## src/rtl/height_sqrt_seq_pkg.sv

```systemverilog
// Shared types and widths for the height square-root stage and its consumers.
// W_OUT doubles as the result width and the number of restoring iterations.
package height_sqrt_seq_pkg;
  localparam int DEF_W_IN = 8;
  localparam int DEF_FRAC = 4;
  localparam int DEF_W_OUT = DEF_W_IN/2 + DEF_FRAC;

  typedef enum logic [1:0] {
    ST_IDLE = 2'd0,
    ST_CALC = 2'd1,
    ST_DONE = 2'd2
  } state_e;
endpackage

```

## src/rtl/height_sqrt_seq_if.sv

```systemverilog
// Height-in / t_fall-out handshake bundle.
interface height_sqrt_seq_if #(
  parameter int W_IN  = 8,
  parameter int W_OUT = 8
) ();
  logic              in_valid;
  logic              in_ready;
  logic [W_IN-1:0]   height;
  logic              out_valid;
  logic              out_ready;
  logic [W_OUT-1:0]  t_fall;
  logic              busy;

  modport slave  (input in_valid, height, out_ready,
                  output in_ready, out_valid, t_fall, busy);
  modport master (output in_valid, height, out_ready,
                  input in_ready, out_valid, t_fall, busy);
endinterface

```

## src/rtl/height_sqrt_seq_sqrt_step.sv

```systemverilog
// One restoring square-root iteration: bring down a bit pair, try (root<<2)|1.
module sqrt_step #(
  parameter int W = 8
) (
  input  logic [W+1:0] rem,
  input  logic [W-1:0] root,
  input  logic [1:0]   pair,
  output logic [W+1:0] rem_nxt,
  output logic [W-1:0] root_nxt
);
  logic [W+1:0] rem_sh, trial;
  logic         ge;

  // rem never exceeds 2*root, so dropping its top bits on the shift is lossless
  assign rem_sh   = (rem << 2) | (W+2)'(pair);
  assign trial    = {root, 2'b01};
  assign ge       = (rem_sh >= trial);
  assign rem_nxt  = ge ? rem_sh - trial : rem_sh;
  assign root_nxt = (root << 1) | W'(ge);
endmodule

```

## src/rtl/height_sqrt_seq.sv

```systemverilog
// Sequential t_fall = round(sqrt(height) * 2^FRAC), one result bit per clock,
// with a final rounding cycle before the result is offered downstream.
module height_sqrt_seq
  import height_sqrt_seq_pkg::*;
#(
  parameter int W_IN = DEF_W_IN,
  parameter int FRAC = DEF_FRAC
) (
  input logic          clk,
  input logic          rst_n,
  height_sqrt_seq_if.slave bus
);
  localparam int W_OUT = W_IN/2 + FRAC;
  localparam int W_RAD = 2*W_OUT;
  localparam int CW    = $clog2(W_OUT+1);
  localparam logic [CW-1:0] LAST = CW'(W_OUT);

  state_e             state, state_nxt;
  logic [W_RAD-1:0]   rad;
  logic [W_OUT+1:0]   rem, rem_nxt;
  logic [W_OUT-1:0]   root, root_nxt, t_fall_q;
  logic [CW-1:0]      cnt;
  logic               accept, round_up;

  assign accept        = bus.in_valid && (state == ST_IDLE);
  assign bus.in_ready  = (state == ST_IDLE);
  assign bus.out_valid = (state == ST_DONE);
  assign bus.busy      = (state != ST_IDLE);
  assign bus.t_fall    = t_fall_q;

  always_ff @(posedge clk or negedge rst_n)
    if (!rst_n) state <= ST_IDLE;
    else        state <= state_nxt;

  always_comb begin
    state_nxt = state;
    case (state)
      ST_IDLE: if (bus.in_valid)  state_nxt = ST_CALC;
      ST_CALC: if (cnt == LAST)   state_nxt = ST_DONE;
      ST_DONE: if (bus.out_ready) state_nxt = ST_IDLE;
      default:                    state_nxt = ST_IDLE;
    endcase
  end

  sqrt_step #(.W(W_OUT)) u_step (
    .rem      (rem),
    .root     (root),
    .pair     (rad[W_RAD-1 -: 2]),
    .rem_nxt  (rem_nxt),
    .root_nxt (root_nxt)
  );

  // rem - root^2 > root  <=>  sqrt lies at or above root + 0.5
  assign round_up = (rem > {2'b00, root});

  always_ff @(posedge clk or negedge rst_n)
    if (!rst_n) begin
      rad      <= '0;
      rem      <= '0;
      root     <= '0;
      cnt      <= '0;
      t_fall_q <= '0;
    end else if (accept) begin
      rad  <= {bus.height, {(2*FRAC){1'b0}}};
      rem  <= '0;
      root <= '0;
      cnt  <= '0;
    end else if (state == ST_CALC) begin
      if (cnt != LAST) begin
        rad  <= rad << 2;
        rem  <= rem_nxt;
        root <= root_nxt;
        cnt  <= cnt + 1'b1;
      end else begin
        t_fall_q <= root + W_OUT'(round_up);
      end
    end
endmodule

```

## src/flat_wrapper.sv

```systemverilog
// flat-port wrapper written by rule: the top's interface ports become plain ports
module height_sqrt_seq_flat import height_sqrt_seq_pkg::*;
#(
  parameter int W_IN = DEF_W_IN,
  parameter int FRAC = DEF_FRAC
)
  (clk, rst_n, bus_in_valid, bus_height, bus_out_ready, bus_in_ready, bus_out_valid, bus_t_fall, bus_busy);
  height_sqrt_seq_if #(.W_IN(W_IN), .W_OUT(8)) bus_i ();
  input logic clk;
  input logic rst_n;
  input wire logic [$bits(bus_i.in_valid)-1:0] bus_in_valid;
  input wire logic [$bits(bus_i.height)-1:0] bus_height;
  input wire logic [$bits(bus_i.out_ready)-1:0] bus_out_ready;
  output wire logic [$bits(bus_i.in_ready)-1:0] bus_in_ready;
  output wire logic [$bits(bus_i.out_valid)-1:0] bus_out_valid;
  output wire logic [$bits(bus_i.t_fall)-1:0] bus_t_fall;
  output wire logic [$bits(bus_i.busy)-1:0] bus_busy;
  assign bus_i.in_valid = bus_in_valid;
  assign bus_i.height = bus_height;
  assign bus_i.out_ready = bus_out_ready;
  assign bus_in_ready = bus_i.in_ready;
  assign bus_out_valid = bus_i.out_valid;
  assign bus_t_fall = bus_i.t_fall;
  assign bus_busy = bus_i.busy;
  height_sqrt_seq #(.W_IN(W_IN), .FRAC(FRAC)) u_core (.clk(clk), .rst_n(rst_n), .bus(bus_i));
endmodule
```

## config.mk

```make
export PLATFORM = sky130hd
export DESIGN_NAME = height_sqrt_seq_flat
export DESIGN_NICKNAME = d
export VERILOG_FILES = /design/src/rtl/height_sqrt_seq_pkg.sv /design/src/rtl/height_sqrt_seq_if.sv /design/src/rtl/height_sqrt_seq_sqrt_step.sv /design/src/rtl/height_sqrt_seq.sv /design/src/flat_wrapper.sv
export SDC_FILE = /design/constraint.sdc
export NUM_CORES = 1
export LEC_CHECK = 0
export ABC_AREA = 1
export BUFFER_PORTS_ARGS = -buffer_cell sky130_fd_sc_hd__clkbuf_2
export CAP_MARGIN = 20
export CORE_MARGIN = 5
export CORE_UTILIZATION = 55
export DETAILED_ROUTE_END_ITERATION = 6
export PLACE_DENSITY = 0.75
export SLEW_MARGIN = 20
export SYNTH_ARGS = -nofsm -noshare
export SYNTH_HDL_FRONTEND = slang
export SYNTH_SLANG_ARGS = --single-unit
```

## constraint.sdc

```tcl
create_clock -name clk -period 5.13 [get_ports clk]
set_clock_uncertainty 0.1 [all_clocks]
set_input_delay 1.026 -clock clk [delete_from_list [all_inputs] [get_ports clk]]
set_output_delay 1.026 -clock clk [all_outputs]
set_load 0.01 [all_outputs]
```

## Word level (Yosys, flattened, before mapping)

Cells that the tools add are included.

- Magnitude comparators: 2
- Muxes and demuxes: 17
- Bitwise gates (word level): 4
- Eq/ne operators: 7
- Reductions and logical operators: 8
- $add $sub $neg: 3

Operators with widths:

| kind | number |
|---|---|
| $mux 16 | 3 |
| $mux 10 | 4 |
| $mux 8 | 3 |
| $mux 4 | 3 |
| $ge 10x10->1 | 1 |
| $gt 10x8->1 | 1 |
| $or 10x2->10 | 1 |
| $sub 10x10->10 | 1 |
| $add 8x1->8 | 1 |
| $or 8x1->8 | 1 |
| $mux 2 | 3 |
| $pmux 2 s3 | 1 |
| $reduce_and 3->1 | 2 |
| $reduce_bool 2->1 | 3 |
| $add 4x1->4 const B | 1 |
| $eq 4x4->1 const B | 1 |
| $ne 2x2->1 const B | 2 |
| $ne 4x4->1 const B | 1 |
| $eq 2x1->1 const B | 1 |
| $eq 2x2->1 const B | 1 |
| $logic_not 2->1 | 1 |
| $ne 2x1->1 const B | 1 |
| $not 1->1 | 2 |
| $reduce_and 2->1 | 1 |
| $logic_and 1x1->1 | 1 |

- Output and inout port bits: 11
- Logic and storage cells: 47
- Input port bits: 12
- Register bits after elaboration: 48

## Depth between registers and ports, before layout

Gate-level depths: netlist of the first run.

- Depth in word-level cells: 6
- Mapped depth: 18
- Depth with buffers taken out: 18

## Cells and area by module

A second synthesis of the first run with hierarchy kept.

- Cell total of the unflattened synthesis: 389
- Area total of the unflattened synthesis: 3064.2 sq um

By module, submodules not included:

| module | area each (sq um) | cells an instance | instances |
|---|---|---|---|
| height_sqrt_seq | 2227.1 | 240 | 1 |
| sqrt_step | 837.1 | 149 | 1 |

## Least setup slack after synthesis of the first run

No wires, ideal clock.

- Path kind: register -> register
- Start point: register u_core.root[3]
- End point: register u_core.t_fall_q[6], in the netlist u_core.bus.t_fall[6]
- Arrival time: 2253 ps
- Setup time: 76 ps
- Stages on the path, launching flop included: 17
- Slack: 2700 ps
- Period minus slack after synthesis: 2430 ps
- Data required time: 4954 ps
- Cell sequence: dfrtp_1 -> inv_1 -> ha_1 -> a21oi_2 -> nor2_1 -> nor2_1 -> nand2_1 -> nand2_1 -> nand2_1 -> a21oi_1 -> inv_1 -> ha_1 -> ha_1 -> nand4_1 -> nor2_1 -> xor2_1 -> o21ai_1

- Cells in the longest elaborated chain, start to end: 2

RTL lines:

| what | line | text |
|---|---|---|
| start, declared | height_sqrt_seq.sv:21 | `logic [W_OUT-1:0] root, root_nxt, t_fall_q;` |
| start signal, assigned | height_sqrt_seq.sv:72 | `root <= root_nxt;` |
| $gt 10x8->1 | height_sqrt_seq.sv:54 | `assign round_up = (rem > {2'b00, root});` |
| $add 8x1->8 * | height_sqrt_seq.sv:75 | `t_fall_q <= root + W_OUT'(round_up);` |
| end signal, assigned | height_sqrt_seq.sv:75 |  |
| end, declared | height_sqrt_seq.sv:21 |  |

Mark *: on every way between the ends. The rest lies on a longest branch, timed or not.
A chain may end at the register's enable or synchronous reset.

## Worst setup path in the final report of the first run

Same ends and word-level chain as after synthesis.

==> results of run 1 <==
==> critical path: cells and delay by family (launching register included) <==
family / cells / cell delay, ns
adders and majority gates: 3 / 0.80
and+or+nand+nor: 7 / 0.56
AOI/OAI and AO/OA: 3 / 0.46
DFF: 1 / 0.38
buffers and inverters: 2 / 0.16
xor gates and xnor gates: 1 / 0.14
==> kinds of logic (layout without fill, tap and decap cells) <==
group | Yosys count | after routing | synth area share
DFF | 40 | 40 | 0.398
adders and majority gates | 15 | 15 | 0.0746
AOI/OAI and AO/OA | 41 | 41 | 0.102
and+or+nand+nor | 175 | 175 | 0.316
xor gates and xnor gates | 6 | 6 | 0.0209
buffers and inverters | 54 | 76 | 0.0890
==> layout make-up <==
class                      count  area (um2)  area share
multi-input combinational    237        1290       0.474
sequential                    40        1000       0.367
inverter                      47         176      0.0647
timing repair buffer          22         110      0.0404
clock buffer                   5        68.8      0.0253
tap                           52        65.1      0.0239
clock inverter                 2        12.5     0.00459
==> synth_stat cells <==
| cell type | number |
|---|---|
| o31ai_1 | 2 |
| o21ai_0 | 6 |
| nor2_4 | 2 |
| o211ai_1 | 2 |
| inv_1 | 41 |
| or2_2 | 1 |
| o311ai_1 | 2 |
| buf_2 | 4 |
| nand3_1 | 19 |
| a21oi_2 | 2 |
| nor2_2 | 5 |
| clkbuf_1 | 2 |
| xor2_1 | 4 |
| nand3_2 | 6 |
| xnor2_1 | 2 |
| nand4_4 | 1 |
| buf_12 | 1 |
| o21ai_2 | 3 |
| o21ai_1 | 7 |
| nor3_1 | 3 |
| o22ai_1 | 7 |
| inv_2 | 6 |
| nor2_1 | 29 |
| nand4_1 | 4 |
| a21oi_1 | 8 |
| ha_1 | 15 |
| nand2_2 | 6 |
| a22o_1 | 1 |
| nand2_1 | 99 |
| dfrtp_1 | 40 |
| a21o_1 | 1 |
==> layer usage <==
metal / GRT usage / vias up / part of all wire
li1: - / 1100 / -
met1: 0.250 / 956 / 0.48
met2: 0.301 / 43 / 0.45
met3: 0.0394 / 9 / 0.045
met4: 0.0498 / 0 / 0.017
met5: 0 / - / 0
==> per-stage QoR <==
step / utilization / area, um2 / cells
floorplan: - / 2520 / 331
global placement: 0.603 / 2640 / 398
detailed placement: 0.603 / 2640 / 398
CTS: 0.622 / 2730 / 405
global route: 0.622 / 2730 / 405
finish: 0.622 / 2730 / 405
==> path summary, 6_finish.rpt <==
| kind | from | end | slack [ns] | cells past startpoint |
|---|---|---|---|---|
| setup / recovery | u_core.root[3]$_DFFE_PN0P_ | u_core.bus.t_fall[6]$_DFFE_PN0P_ | 2.44 | 16 |
| hold / removal | u_core.bus.t_fall[1]$_DFFE_PN0P_ | u_core.bus.t_fall[1]$_DFFE_PN0P_ | 0.37 | 2 |
| setup reg to reg | u_core.root[3]$_DFFE_PN0P_ | u_core.bus.t_fall[6]$_DFFE_PN0P_ | 2.44 | 16 |
| hold reg to reg | u_core.bus.t_fall[1]$_DFFE_PN0P_ | u_core.bus.t_fall[1]$_DFFE_PN0P_ | 0.37 | 2 |
| max in group asynchronous | rst_n | u_core.root[4]$_DFFE_PN0P_ | 3.64 | 1 |
| min in group asynchronous | rst_n | u_core.rem[4]$_DFFE_PN0P_ | 0.74 | 1 |
==> state kept, by name, indices dropped and copies added, names as in the netlist <==
| name | count |
|---|---|
| u_core.root | 8 |
| u_core.bus.t_fall | 8 |
| u_core.rem | 10 |
| u_core.rad | 8 |
| u_core.state | 2 |
| u_core.cnt | 4 |
==> results.py, run 1 <==
metrics = {
    "clock_network": {
        "clock_latency_ns": 0.30,
        "clk_pin_slew_ns": 0.09,
        "clockBufferDepth": 2,
        "cts_tree": "done",
        "ctsHoldBuffers": 0,
        "clock-root-buffer": "clkbuf_8",
        "clock-sinks": 40,
        "post-cts-setup-buffers": 0,
        "cts.repair.resized": 0,
        "htree_levels": 2,
        "numCtsBuffers": 5,
    },
    "critical_path": {
        "crit_required_ns": 5.25,
        "cp-end-kind": "flop",
        "crit_arrival_ns": 2.81,
        "criticalPathCategory": "reg2reg",
        "slowest_delay_ns": 0.39,
        "cp_max_fo": 5,
        "cp_slowest_cell": "ha_1",
        "path_cells": "inv_1 -> ha_1 -> a21oi_2 -> nor2_1 -> nor2_1 -> nand2_1 -> nand2_1 -> nand2_1 -> a21oi_1 -> inv_1 -> ha_1 -> ha_1 -> nand4_1 -> nor2_1 -> xor2_1 -> o21ai_1",
        "cp-start-kind": "flop",
    },
    "global_route": {
        "grt_pass1_vias": 2030,
        "grt_pass1_wl_um": 9150,
        "grt_overflow": 0,
        "antenna_found_initial": 0,
        "grt_usage": 0.185,
        "grt_max_degree": 41,
    },
    "place": {
        "dpl.hpwl_um": 3740,
        "port_buffers": 22,
        "preCtsSetupSlack_ns": 2.48,
        "gp_congestion": 0.849,
    },
    "layout": {
        "area_delta_synth_final_pct": 8.30,
        "drive_above_1_share": 0.173,
        "diodes": 0,
        "fillers": 408,
        "most-common-layout-cells": "99 x nand2_1, 41 x inv_1, 40 x dfrtp_1",
        "final_common_cell": "nand2_1",
        "nets": 380,
    },
    "yosys": {
        "yosysWarnings": 0,
        "synth_seq_area_share": 0.398,
        "synthDistinctLibCells": 31,
        "syn-cell-area_um2": 2520,
        "syn-num-nets": 358,
        "yosysTopAreaCell": "dfrtp_1",
        "yosysTopAreaCellShare": 0.398,
        "synth_area_per_cell_um2": 7.60,
        "ys_ff_latch": 40,
        "synth_area_leaders": "dfrtp_1 40%, nand2_1 15%, ha_1 7.5%, inv_1 6.1%, nor2_1 4.3%",
        "synthCells": 331,
    },
    "drt": {
        "vias_per_cell": 5.20,
        "drt.antenna.violating_nets": 0,
        "wl_per_cell_um": 12.9,
        "finalWirelength_um": 5210,
        "drt_pass1_iterations": 4,
        "dr.first_iter.drc_count": 129,
        "drc": 0,
        "num_vias": 2108,
    },
    "floorplan": {
        "coreArea_um2": 4380,
        "pin_count": 23,
        "fp.dieW_um": 77.6,
        "start_util": 0.574,
        "dieArea_um2": 6030,
        "rows": 24,
        "die_h_um": 77.6,
    },
    "timing": {
        "rsz0062_at_grt": "no",
        "fmax_ghz": 0.372,
        "period_share": 0.525,
        "setup_violations": 0,
        "hold_ws_ns": 0.369,
        "slew_headroom": 0.417,
        "final_max_slew_viol_count": 0,
        "tightest_slew_ns": 0.875,
        "fin_setup_tns_ns": 0,
        "final.setup.worst_slack_ns": 2.44,
        "hold_violations": 0,
        "period_minus_slack_ns": 2.69,
    },
    "outcome": {
        "status": "finished clean",
    },
    "flow_run": {
        "drv_cap": 0,
    },
    "hold_path": {
        "hold_class": "reg2reg",
    },
}
Power of run 1 is not shown: default switching activity piles up to over one toggle a cycle in this logic, so the estimate is an artifact.
==> inputs of run 2 (changes only) <==
--- a/config.mk
+++ b/config.mk
@@ -9,9 +9,9 @@
 export BUFFER_PORTS_ARGS = -buffer_cell sky130_fd_sc_hd__clkbuf_2
 export CAP_MARGIN = 20
 export CORE_MARGIN = 5
-export CORE_UTILIZATION = 55
+export CORE_UTILIZATION = 54
 export DETAILED_ROUTE_END_ITERATION = 6
-export PLACE_DENSITY = 0.75
+export PLACE_DENSITY = 0.76
 export SLEW_MARGIN = 20
 export SYNTH_ARGS = -nofsm -noshare
 export SYNTH_HDL_FRONTEND = slang
==> constraint.sdc (replaced) <==
create_clock -name clk -period 2.3 [get_ports clk]
set_clock_uncertainty 0.1 [all_clocks]
set_input_delay 0.46 -clock clk [delete_from_list [all_inputs] [get_ports clk]]
set_output_delay 0.46 -clock clk [all_outputs]
set_load 0.01 [all_outputs]
==> results.py, run 2 (synthesis gave the netlist of run 1 again) <==
metrics = {
    "outcome": {
        "status": "complete, but fails checks",
        "violations": "negative setup slack",
    },
    "critical_path": {
        "crit_arrival_ns": 2.50,
        "crit_path_start": "u_core.root[3]$_DFFE_PN0P_",
        "cp_max_fo": 3,
        "cp-start-kind": "flop",
        "r2r_start": "u_core.root[3]$_DFFE_PN0P_",
        "criticalPathCategory": "reg2reg",
        "cp-end-kind": "flop",
        "crit_required_ns": 2.43,
    },
    "layout": {
        "largest_register_ffs": 10,
        "nets": 428,
        "diodes": 0,
        "fillers": 348,
        "final_common_cell": "nand2_1",
        "most-common-layout-cells": "99 x nand2_1, 47 x buf_4, 40 x dfrtp_1",
        "drive_above_1_share": 0.324,
        "regMostFlops": "u_core.rem",
        "area_delta_synth_final_pct": 28.4,
        "multi_input_area_um2": 1420,
        "register_area_um2": 1000,
    },
    "global_route": {
        "grt_usage": 0.208,
        "met1_usage": 0.266,
        "grt_overflow": 0,
        "grt_pass1_vias": 2262,
        "antenna_found_initial": 0,
        "busiest_layer": "met2",
        "grt_max_degree": 41,
        "met2_usage": 0.356,
        "use_met3": 0.0286,
        "grt_pass1_wl_um": 10200,
    },
    "place": {
        "dpl.hpwl_um": 4470,
        "port_buffers": 22,
        "gp_congestion": 0.916,
    },
    "floorplan": {
        "fp.dieW_um": 78.3,
        "start_util": 0.566,
        "rows": 24,
        "dieArea_um2": 6120,
        "pin_count": 23,
        "die_h_um": 78.3,
        "coreArea_um2": 4440,
    },
    "timing": {
        "final_max_slew_viol_count": 0,
        "fmax_ghz": 0.422,
        "slew_headroom": 0.666,
        "rsz0062_at_grt": "yes",
        "period_share": 1.03,
        "hold_violations": 0,
        "period_minus_slack_ns": 2.37,
        "tightest_slew_ns": 0.502,
        "setup_violations": 4,
        "hold_ws_ns": 0.115,
        "final.setup.worst_slack_ns": -0.0696,
    },
    "drt": {
        "wl_per_cell_um": 13.6,
        "num_vias": 2382,
        "drt.antenna.violating_nets": 0,
        "finalWirelength_um": 6170,
        "dr.first_iter.drc_count": 109,
        "vias_per_cell": 5.26,
        "drt_pass1_iterations": 4,
        "drc": 0,
    },
    "clock_network": {
        "clock-root-buffer": "clkbuf_8",
        "numCtsBuffers": 5,
        "clock_latency_ns": 0.30,
        "cts_tree": "done",
        "clock-sinks": 40,
        "clockBufferDepth": 2,
        "htree_levels": 2,
        "clk_pin_slew_ns": 0.08,
        "ctsHoldBuffers": 0,
    },
    "flow_run": {
        "drv_cap": 0,
    },
    "hold_path": {
        "hold_class": "in2async",
    },
}
-- run 2: critical path, cell delays in order, from the launching register on --
cell	delay, ns
dfrtp_1	0.38
inv_2	0.06
ha_4	0.30
a21oi_4	0.06
nor2_2	0.13
nor2_2	0.06
nand2_1	0.07
nand2_1	0.05
nand2_1	0.07
a21oi_2	0.06
inv_2	0.06
ha_4	0.13
nand3_2	0.08
nor2_2	0.15
nand2_1	0.08
nor2_2	0.12
nand2_1	0.07
xor2_1	0.14
o21ai_1	0.13
-- run 2: metal layers --
| metal | vias up | share of wire | wire length [um] |
|---|---|---|---|
| met4 | 0 | 0.022 | 138 |
| met1 | 1118 | 0.44 | 2710 |
| li1 | 1192 | - | - |
| met2 | 56 | 0.50 | 3060 |
| met3 | 16 | 0.042 | 261 |
| met5 | - | 0 | 0 |
-- run 2: through the flow --
| step | area, um2 | cells | util | setup slack, ns | TNS [ns] |
|---|---|---|---|---|---|
| after floorplan | 2570 | 331 | - | 0.00101 | 0 |
| after global routing | 3230 | 453 | 0.727 | -0.237 | -0.896 |
| after CTS | 3130 | 446 | 0.703 | -0.00771 | -0.00771 |
| final | 3230 | 453 | 0.727 | -0.0696 | -0.168 |
| after global placement | 2980 | 435 | 0.671 | -0.0388 | -0.0947 |
| after detailed placement | 2980 | 435 | 0.671 | -0.0910 | -0.252 |
-- run 2: area by class of cell --
| type | count | share of cell area |
|---|---|---|
| inverter | 47 | 0.0546 |
| clock buffer | 5 | 0.0213 |
| timing repair buffer | 70 | 0.149 |
| clock inverter | 2 | 0.00387 |
| sequential | 40 | 0.310 |
| multi-input combinational | 237 | 0.441 |
| tap | 52 | 0.0201 |
-- run 2: final timing paths --
| kind | endpoint | slack [ns] | cells after the start |
|---|---|---|---|
| hold reg to reg | u_core.bus.t_fall[5]$_DFFE_PN0P_ | 0.38 | 2 |
| setup reg to reg | u_core.bus.t_fall[7]$_DFFE_PN0P_ | -0.07 | 18 |
| setup / recovery | u_core.bus.t_fall[7]$_DFFE_PN0P_ | -0.07 | 18 |
| max in group asynchronous | u_core.rem[8]$_DFFE_PN0P_ | 1.63 | 2 |
| min in group clk | u_core.state[1]$_DFFE_PN0P_ | 0.22 | 2 |
| hold / removal | u_core.rem[3]$_DFFE_PN0P_ | 0.11 | 2 |
-- run 2: repair_timing --
item	4_1_cts	5_1_grt
endpoints found under the setup margin	6	6
buffers inserted	4	8
pin swaps	5	20
gates resized for setup	9	10
Power of run 2 is left out for the same reason.
